**src/rtl/fetch_pkg.sv**
```systemverilog
// ---------------------------------------------------------------------------
// fetch_pkg
// Shared types and constants for the instruction fetch unit:
//   NOP_INSTR     - word presented on instr_o while nothing is valid
//   SKID_DEPTH    - number of entries in the fetch output buffer
//   fetch_state_e - fetch sequencer states (BOOT, RUN, HALTED)
//   fetch_entry_t - one buffered {pc, instr} pair
// ---------------------------------------------------------------------------
package fetch_pkg;

  localparam logic [31:0] NOP_INSTR  = 32'h0000_0013;
  localparam int          SKID_DEPTH = 2;

  typedef enum logic [1:0] {
    BOOT   = 2'd0,
    RUN    = 2'd1,
    HALTED = 2'd2
  } fetch_state_e;

  typedef struct packed {
    logic [31:0] pc;
    logic [31:0] instr;
  } fetch_entry_t;

endpackage

```
**src/rtl/fetch_skid_buf.sv**
```systemverilog
// ---------------------------------------------------------------------------
// fetch_skid_buf
// Small FIFO of fetch_entry_t sitting between instruction memory and decode.
// Ports:
//   clk_i, rst_ni  - clock, asynchronous active-low reset
//   push_i/push_data_i - write one entry at the tail
//   pop_i          - drop the head entry (caller only pops when non-empty)
//   flush_i        - empty the buffer; wins over push and pop
//   count_o        - current occupancy
//   head_o         - oldest entry (undefined content when count_o == 0)
// ---------------------------------------------------------------------------
module fetch_skid_buf
  import fetch_pkg::*;
(
  input  logic                            clk_i,
  input  logic                            rst_ni,
  input  logic                            push_i,
  input  fetch_entry_t                    push_data_i,
  input  logic                            pop_i,
  input  logic                            flush_i,
  output logic [$clog2(SKID_DEPTH):0]     count_o,
  output fetch_entry_t                    head_o
);

  localparam int PTR_W = $clog2(SKID_DEPTH);

  fetch_entry_t           mem_q [SKID_DEPTH];
  logic [PTR_W-1:0]       rd_ptr_q;
  logic [PTR_W-1:0]       wr_ptr_q;
  logic [PTR_W:0]         count_q;

  always_ff @(posedge clk_i or negedge rst_ni) begin
    if (!rst_ni) begin
      rd_ptr_q <= '0;
      wr_ptr_q <= '0;
      count_q  <= '0;
    end else if (flush_i) begin
      rd_ptr_q <= '0;
      wr_ptr_q <= '0;
      count_q  <= '0;
    end else begin
      if (push_i) wr_ptr_q <= wr_ptr_q + PTR_W'(1);
      if (pop_i)  rd_ptr_q <= rd_ptr_q + PTR_W'(1);
      // Push and pop together (even when full) leave occupancy unchanged:
      // the write lands in the slot the head is vacating.
      case ({push_i, pop_i})
        2'b10:   count_q <= count_q + (PTR_W+1)'(1);
        2'b01:   count_q <= count_q - (PTR_W+1)'(1);
        default: count_q <= count_q;
      endcase
    end
  end

  // Payload storage needs no reset; occupancy alone qualifies it.
  always_ff @(posedge clk_i) begin
    if (push_i && !flush_i) mem_q[wr_ptr_q] <= push_data_i;
  end

  assign head_o  = mem_q[rd_ptr_q];
  assign count_o = count_q;

endmodule

```
**src/rtl/instr_fetch_unit.sv**
```systemverilog
// ---------------------------------------------------------------------------
// instr_fetch_unit
// Owns the program counter, issues reads to instruction memory (1-cycle read
// latency) and hands {instr, pc} pairs to decode over valid/ready.
// Ports:
//   clk_i, rst_ni            - clock, asynchronous active-low reset
//   imem_addr_o/imem_rd_en_o - read request (address is 0 when idle)
//   imem_wr_en_o/imem_wdata_o- tied to 0, memory is never written
//   imem_rdata_i             - read data, valid the cycle after the request
//   redirect_i/redirect_pc_i - flush and restart fetch at a word-aligned target
//   halt_i                   - stop issuing new requests while high
//   instr_o/pc_o/valid_o     - head of the output buffer towards decode
//   ready_i                  - decode accepts when valid_o && ready_i
//   halted_o                 - high in HALTED state
// Optional build macro FETCH_PERF_CNT_EN adds fetch_cnt_o (accepted
// handshakes) and flush_cnt_o (redirects), both 32-bit wrapping counters.
// ---------------------------------------------------------------------------
module instr_fetch_unit
  import fetch_pkg::*;
#(
  parameter int                ADDR_W   = 32,
  parameter int                DATA_W   = 32,
  parameter logic [ADDR_W-1:0] RESET_PC = '0
) (
  input  logic              clk_i,
  input  logic              rst_ni,
  output logic [ADDR_W-1:0] imem_addr_o,
  output logic              imem_rd_en_o,
  output logic              imem_wr_en_o,
  output logic [DATA_W-1:0] imem_wdata_o,
  input  logic [DATA_W-1:0] imem_rdata_i,
  input  logic              redirect_i,
  input  logic [ADDR_W-1:0] redirect_pc_i,
  input  logic              halt_i,
  output logic [DATA_W-1:0] instr_o,
  output logic [ADDR_W-1:0] pc_o,
  output logic              valid_o,
  input  logic              ready_i,
`ifdef FETCH_PERF_CNT_EN
  output logic [31:0]       fetch_cnt_o,
  output logic [31:0]       flush_cnt_o,
`endif
  output logic              halted_o
);

  fetch_state_e      state_q;
  logic [ADDR_W-1:0] pc_q, pc_d;
  logic              inflight_q;
  logic [ADDR_W-1:0] inflight_pc_q;

  logic              redirect;
  logic              issue;
  logic              push;
  logic              pop;
  logic [1:0]        buf_count;
  logic [2:0]        occ_sum;
  fetch_entry_t      push_entry;
  fetch_entry_t      head;

  // Redirects are ignored while booting; otherwise they override everything.
  assign redirect = redirect_i && (state_q != BOOT);
  assign pop      = valid_o && ready_i;

  // Slots already claimed: buffered entries plus the outstanding read, less
  // the entry decode is taking this cycle. Counting the pop is what keeps
  // one instruction per cycle flowing when ready_i stays high.
  assign occ_sum = {1'b0, buf_count} + {2'b00, inflight_q} - {2'b00, pop};
  assign issue   = (state_q == RUN) && !halt_i && !redirect && (occ_sum < 3'd2);

  // The read issued last cycle returns now. A redirect in this same cycle
  // discards it; since reads never issue during a redirect, no response can
  // arrive later than the redirect cycle, so no separate kill state is kept.
  assign push = inflight_q && !redirect;

  assign push_entry.pc    = 32'(inflight_pc_q);
  assign push_entry.instr = 32'(imem_rdata_i);

  fetch_skid_buf u_skid (
    .clk_i       (clk_i),
    .rst_ni      (rst_ni),
    .push_i      (push),
    .push_data_i (push_entry),
    .pop_i       (pop),
    .flush_i     (redirect),
    .count_o     (buf_count),
    .head_o      (head)
  );

  always_comb begin
    pc_d = pc_q;
    if (redirect)   pc_d = {redirect_pc_i[ADDR_W-1:2], 2'b00};
    else if (issue) pc_d = pc_q + ADDR_W'(4);
  end

  always_ff @(posedge clk_i or negedge rst_ni) begin
    if (!rst_ni) begin
      state_q       <= BOOT;
      pc_q          <= RESET_PC;
      inflight_q    <= 1'b0;
      inflight_pc_q <= '0;
    end else begin
      pc_q       <= pc_d;
      inflight_q <= issue;
      if (issue) inflight_pc_q <= pc_q;
      if (!redirect) begin
        case (state_q)
          BOOT:    state_q <= RUN;
          RUN:     if (halt_i && !inflight_q) state_q <= HALTED;
          HALTED:  if (!halt_i) state_q <= RUN;
          default: state_q <= BOOT;
        endcase
      end
    end
  end

  assign imem_rd_en_o = issue;
  assign imem_addr_o  = issue ? pc_q : '0;
  assign imem_wr_en_o = 1'b0;
  assign imem_wdata_o = '0;

  assign valid_o  = (buf_count != 2'd0);
  assign instr_o  = valid_o ? head.instr[DATA_W-1:0] : NOP_INSTR[DATA_W-1:0];
  assign pc_o     = valid_o ? head.pc[ADDR_W-1:0] : '0;
  assign halted_o = (state_q == HALTED);

`ifdef FETCH_PERF_CNT_EN
  logic [31:0] fetch_cnt_q;
  logic [31:0] flush_cnt_q;

  always_ff @(posedge clk_i or negedge rst_ni) begin
    if (!rst_ni) begin
      fetch_cnt_q <= '0;
      flush_cnt_q <= '0;
    end else begin
      if (pop)      fetch_cnt_q <= fetch_cnt_q + 32'd1;
      if (redirect) flush_cnt_q <= flush_cnt_q + 32'd1;
    end
  end

  assign fetch_cnt_o = fetch_cnt_q;
  assign flush_cnt_o = flush_cnt_q;
`endif

endmodule

```
**config.mk**
```make
export PLATFORM = sky130hd
export DESIGN_NAME = instr_fetch_unit
export DESIGN_NICKNAME = d
export VERILOG_FILES = /design/src/rtl/fetch_pkg.sv /design/src/rtl/fetch_skid_buf.sv /design/src/rtl/instr_fetch_unit.sv
export SDC_FILE = /design/constraint.sdc
export NUM_CORES = 1
export LEC_CHECK = 0
export ABC_AREA = 1
export BUFFER_PORTS_ARGS = -buffer_cell sky130_fd_sc_hd__clkbuf_2
export CAP_MARGIN = 20
export CORE_MARGIN = 10
export CORE_UTILIZATION = 60
export CTS_BUF_LIST = sky130_fd_sc_hd__clkbuf_4
export DETAILED_ROUTE_END_ITERATION = 12
export GPL_ROUTABILITY_DRIVEN = 0
export GPL_TIMING_DRIVEN = 0
export PLACE_DENSITY = 0.87
export SYNTH_ARGS = -nofsm -noshare
export SYNTH_HDL_FRONTEND = slang
export SYNTH_SLANG_ARGS = --single-unit
```
**constraint.sdc**
```tcl
create_clock -name clk_i -period 8.05 [get_ports clk_i]
set_input_delay 2.0125 -clock clk_i [delete_from_list [all_inputs] [get_ports clk_i]]
set_output_delay 2.0125 -clock clk_i [all_outputs]
set_load 0.1 [all_outputs]
```
==> reports/metrics.csv <==
metric;value;unit
status;completed;
worst hold path type;reg2reg;
cell class contributing the biggest share of worst-path delay;buffers and inverters;
maximum fanout encountered on the critical timing path;10;
final cycle utilization of the critical path;0.852;
buffers added on ports;161;
number of setup buffers added after CTS;0;
Clk Tree Root Cell;clkbuf_4;
Detailed Route Iter0 Violations;497;
full die area;0.0198;mm²
grt ovf;0;
Syn Area/Cell;9.27;µm²
Final Max Tran Viols;0;
MaxCap Viol Count;0;
io pins;201;
drc violations;0;
area of the mapped netlist;0.00876;mm²
flop and latch count out of synthesis;191;
Die Width;141;µm
cell seen most often among critical-path stages;nor2_1;
arrival time reported for the critical path endpoint;4850;ps
via/cell ratio;5.28;
gr usage total;0.219;
max incr delay on CP;500;ps
core footprint;0.0144;mm²
drt first pass iters;5;
starting density of the core;0.607;
endpoint required time on the critical path;6040;ps
net total in the final layout;1236;
number of hold violations in the final report;0;
clock transition at the registers of the reported paths;140;ps
number of antenna violations at the first check in global routing;0;
maximum clock frequency;146;MHz
CTS Buf Count;17;
total number of yosys warnings;0;
wire length of the first global-routing pass;35000;µm
total inserted antenna cells;0;
largest clock skew in the final design;21.4;ps
floorplan die height;141;µm
Routed Antenna Nets;0;
Crit-path slowest cell;clkbuf_2;
routed wirelength normalized by instance count;16.3;µm
setup tns final;0;ps
clock sinks;191;
area added between synthesis and finish;17.7;%
overall via count from detail_route;7184;
FILL cells;1073;
via count of the first global-routing pass;6895;
max_slew headroom;0.415;
Worst-Skew Late Latency;580;ps
number of buffer and inverter instances along the worst setup path;7;
critical path launch point type;primary input;
largest buffer count on any clock path;2;
Crit. End Element;output pin;
total detailed-routing wirelength;22100;µm
kind of critical path;in2out;
CTS tree;yes;
layout cells sized above 1;0.234;
Yosys cell types;32;
half-perimeter wire length after placement;16900;µm
count of mapped cells out of synthesis;945;
slew at the pin with the worst max-slew slack;875;ps
deepest level of the CTS H-tree;4;
hold buffer count at cts;0;
sequential area share after synthesis;0.617;
number of standard-cell rows in the floorplan;44;
ordered cell list for the critical path;clkbuf_2 -> inv_1 -> nor2_1 -> ha_1 -> or2_2 -> fa_1 -> inv_1 -> nor2_1 -> nand2_1 -> clkinv_1 -> nand2_4 -> buf_6 -> buf_2 -> nor2_1 -> clkbuf_2;
setup violators final;0;
fin crit period;6860;ps
number of gates resized after CTS;0;
pin count of the biggest net entering global routing;55;
RSZ-0062 raised after global routing;false;
## kinds of logic after synthesis
logic type                 synth area share
xor gates and xnor gates            0.00100
adders and majority gates           0.00514
other                              0.000428
AOI/OAI and AO/OA                    0.0717
DFF                                   0.617
and+or+nand+nor                       0.227
buffers and inverters                0.0783
## Yosys cell counts
cell	n	area, µm²
nand2_1	321	1200
edfxtp_1	124	3720
nor2_1	98	368
dfrtp_1	67	1680
a21oi_1	63	315
inv_1	53	199
nand3_1	48	240
o21ai_0	39	195
buf_4	38	285
clkbuf_1	20	75.1
nor2_2	13	81.3
buf_2	11	55.1
o21ai_1	8	40.0
o211ai_1	6	45.0
inv_2	5	18.8
buf_1	4	15.0
nor3_1	4	20.0
buf_6	3	33.8
nand4_1	3	18.8
or2_2	3	18.8
ha_1	2	25.0
nand2_4	2	22.5
a21oi_2	1	8.76
and2_1	1	6.26
clkinv_1	1	3.75
conb_1	1	3.75
fa_1	1	20.0
nand2_2	1	6.26
o21a_2	1	8.76
o21ai_2	1	8.76
o22ai_1	1	6.26
xor2_1	1	8.76
## metrics by stage
stage	setup WS, ps	area, µm²	hold WS [ps]	utilization	cells
3_3_place_gp	1230	9930	452	0.688	1326
4_1_cts	1220	10300	491	0.714	1361
5_1_grt	1060	10300	512	0.714	1361
2_1_floorplan	901	8890	442	-	981
3_5_place_dp	1210	10000	458	0.694	1329
6_report	1190	10300	495	0.714	1361
## placed cells by master (no fill, tap or decap), types with 3 or more instances in the layout
cell,n
conb_1,37
o211ai_1,6
clkbuf_1,20
a21oi_1,63
nand4_1,3
dfrtp_1,67
edfxtp_1,124
nand3_1,48
nor2_2,13
inv_1,53
buf_2,11
buf_6,3
inv_6,5
or2_2,3
clkbuf_4,19
inv_2,5
clkinvlp_4,3
buf_4,38
nor2_1,96
o21ai_1,8
buf_1,4
nor3_1,4
o21ai_0,39
clkbuf_2,160
nand2_1,321
## layout make-up
cell class	instances	area [µm²]	share of cell area
buffer	76	464	0.0450
clock buffer	18	135	0.0131
clock inverter	14	155	0.0151
inverter	59	221	0.0215
multi-input combinational	655	2820	0.274
sequential	191	5400	0.524
tap	184	230	0.0223
timing repair buffer	164	876	0.0850
## layer usage
metal  GRT usage  vias up  share of wire
met5           0        -              0
met4      0.0897        0          0.026
met3      0.0490       50          0.089
met2       0.361      367           0.49
met1       0.273     3317           0.39
li1            -     3450              -
## flip-flops by register name, summed over array words and instances, names as in the netlist
name,cells
state_q,2
u_skid.mem_q,124
inflight_pc_q,30
u_skid.rd_ptr_q,1
u_skid.count_o,2
u_skid.wr_ptr_q,1
inflight_q,1
pc_q,30
## final timing paths
path | from | end | slack [ps] | cells after the start
max in group asynchronous | rst_ni | state_q[1]$_DFFE_PN0P_ | 6220 | 2
worst max-delay path | ready_i | imem_addr_o[15] | 1190 | 15
worst min register to register | inflight_pc_q[11]$_DFFE_PN0P_ | u_skid.mem_q[0][43]$_DFFE_PP_ | 490 | 0
worst max register to register | u_skid.count_o[1]$_DFFE_PN0P_ | pc_q[23]$_DFFE_PN0P_ | 4830 | 14
worst min-delay path | inflight_pc_q[11]$_DFFE_PN0P_ | u_skid.mem_q[0][43]$_DFFE_PP_ | 490 | 0
min in group asynchronous | rst_ni | pc_q[10]$_DFFE_PN0P_ | 1280 | 1
Power is not shown: default switching activity piles up to over one toggle a cycle in this logic, so the estimate is an artifact.
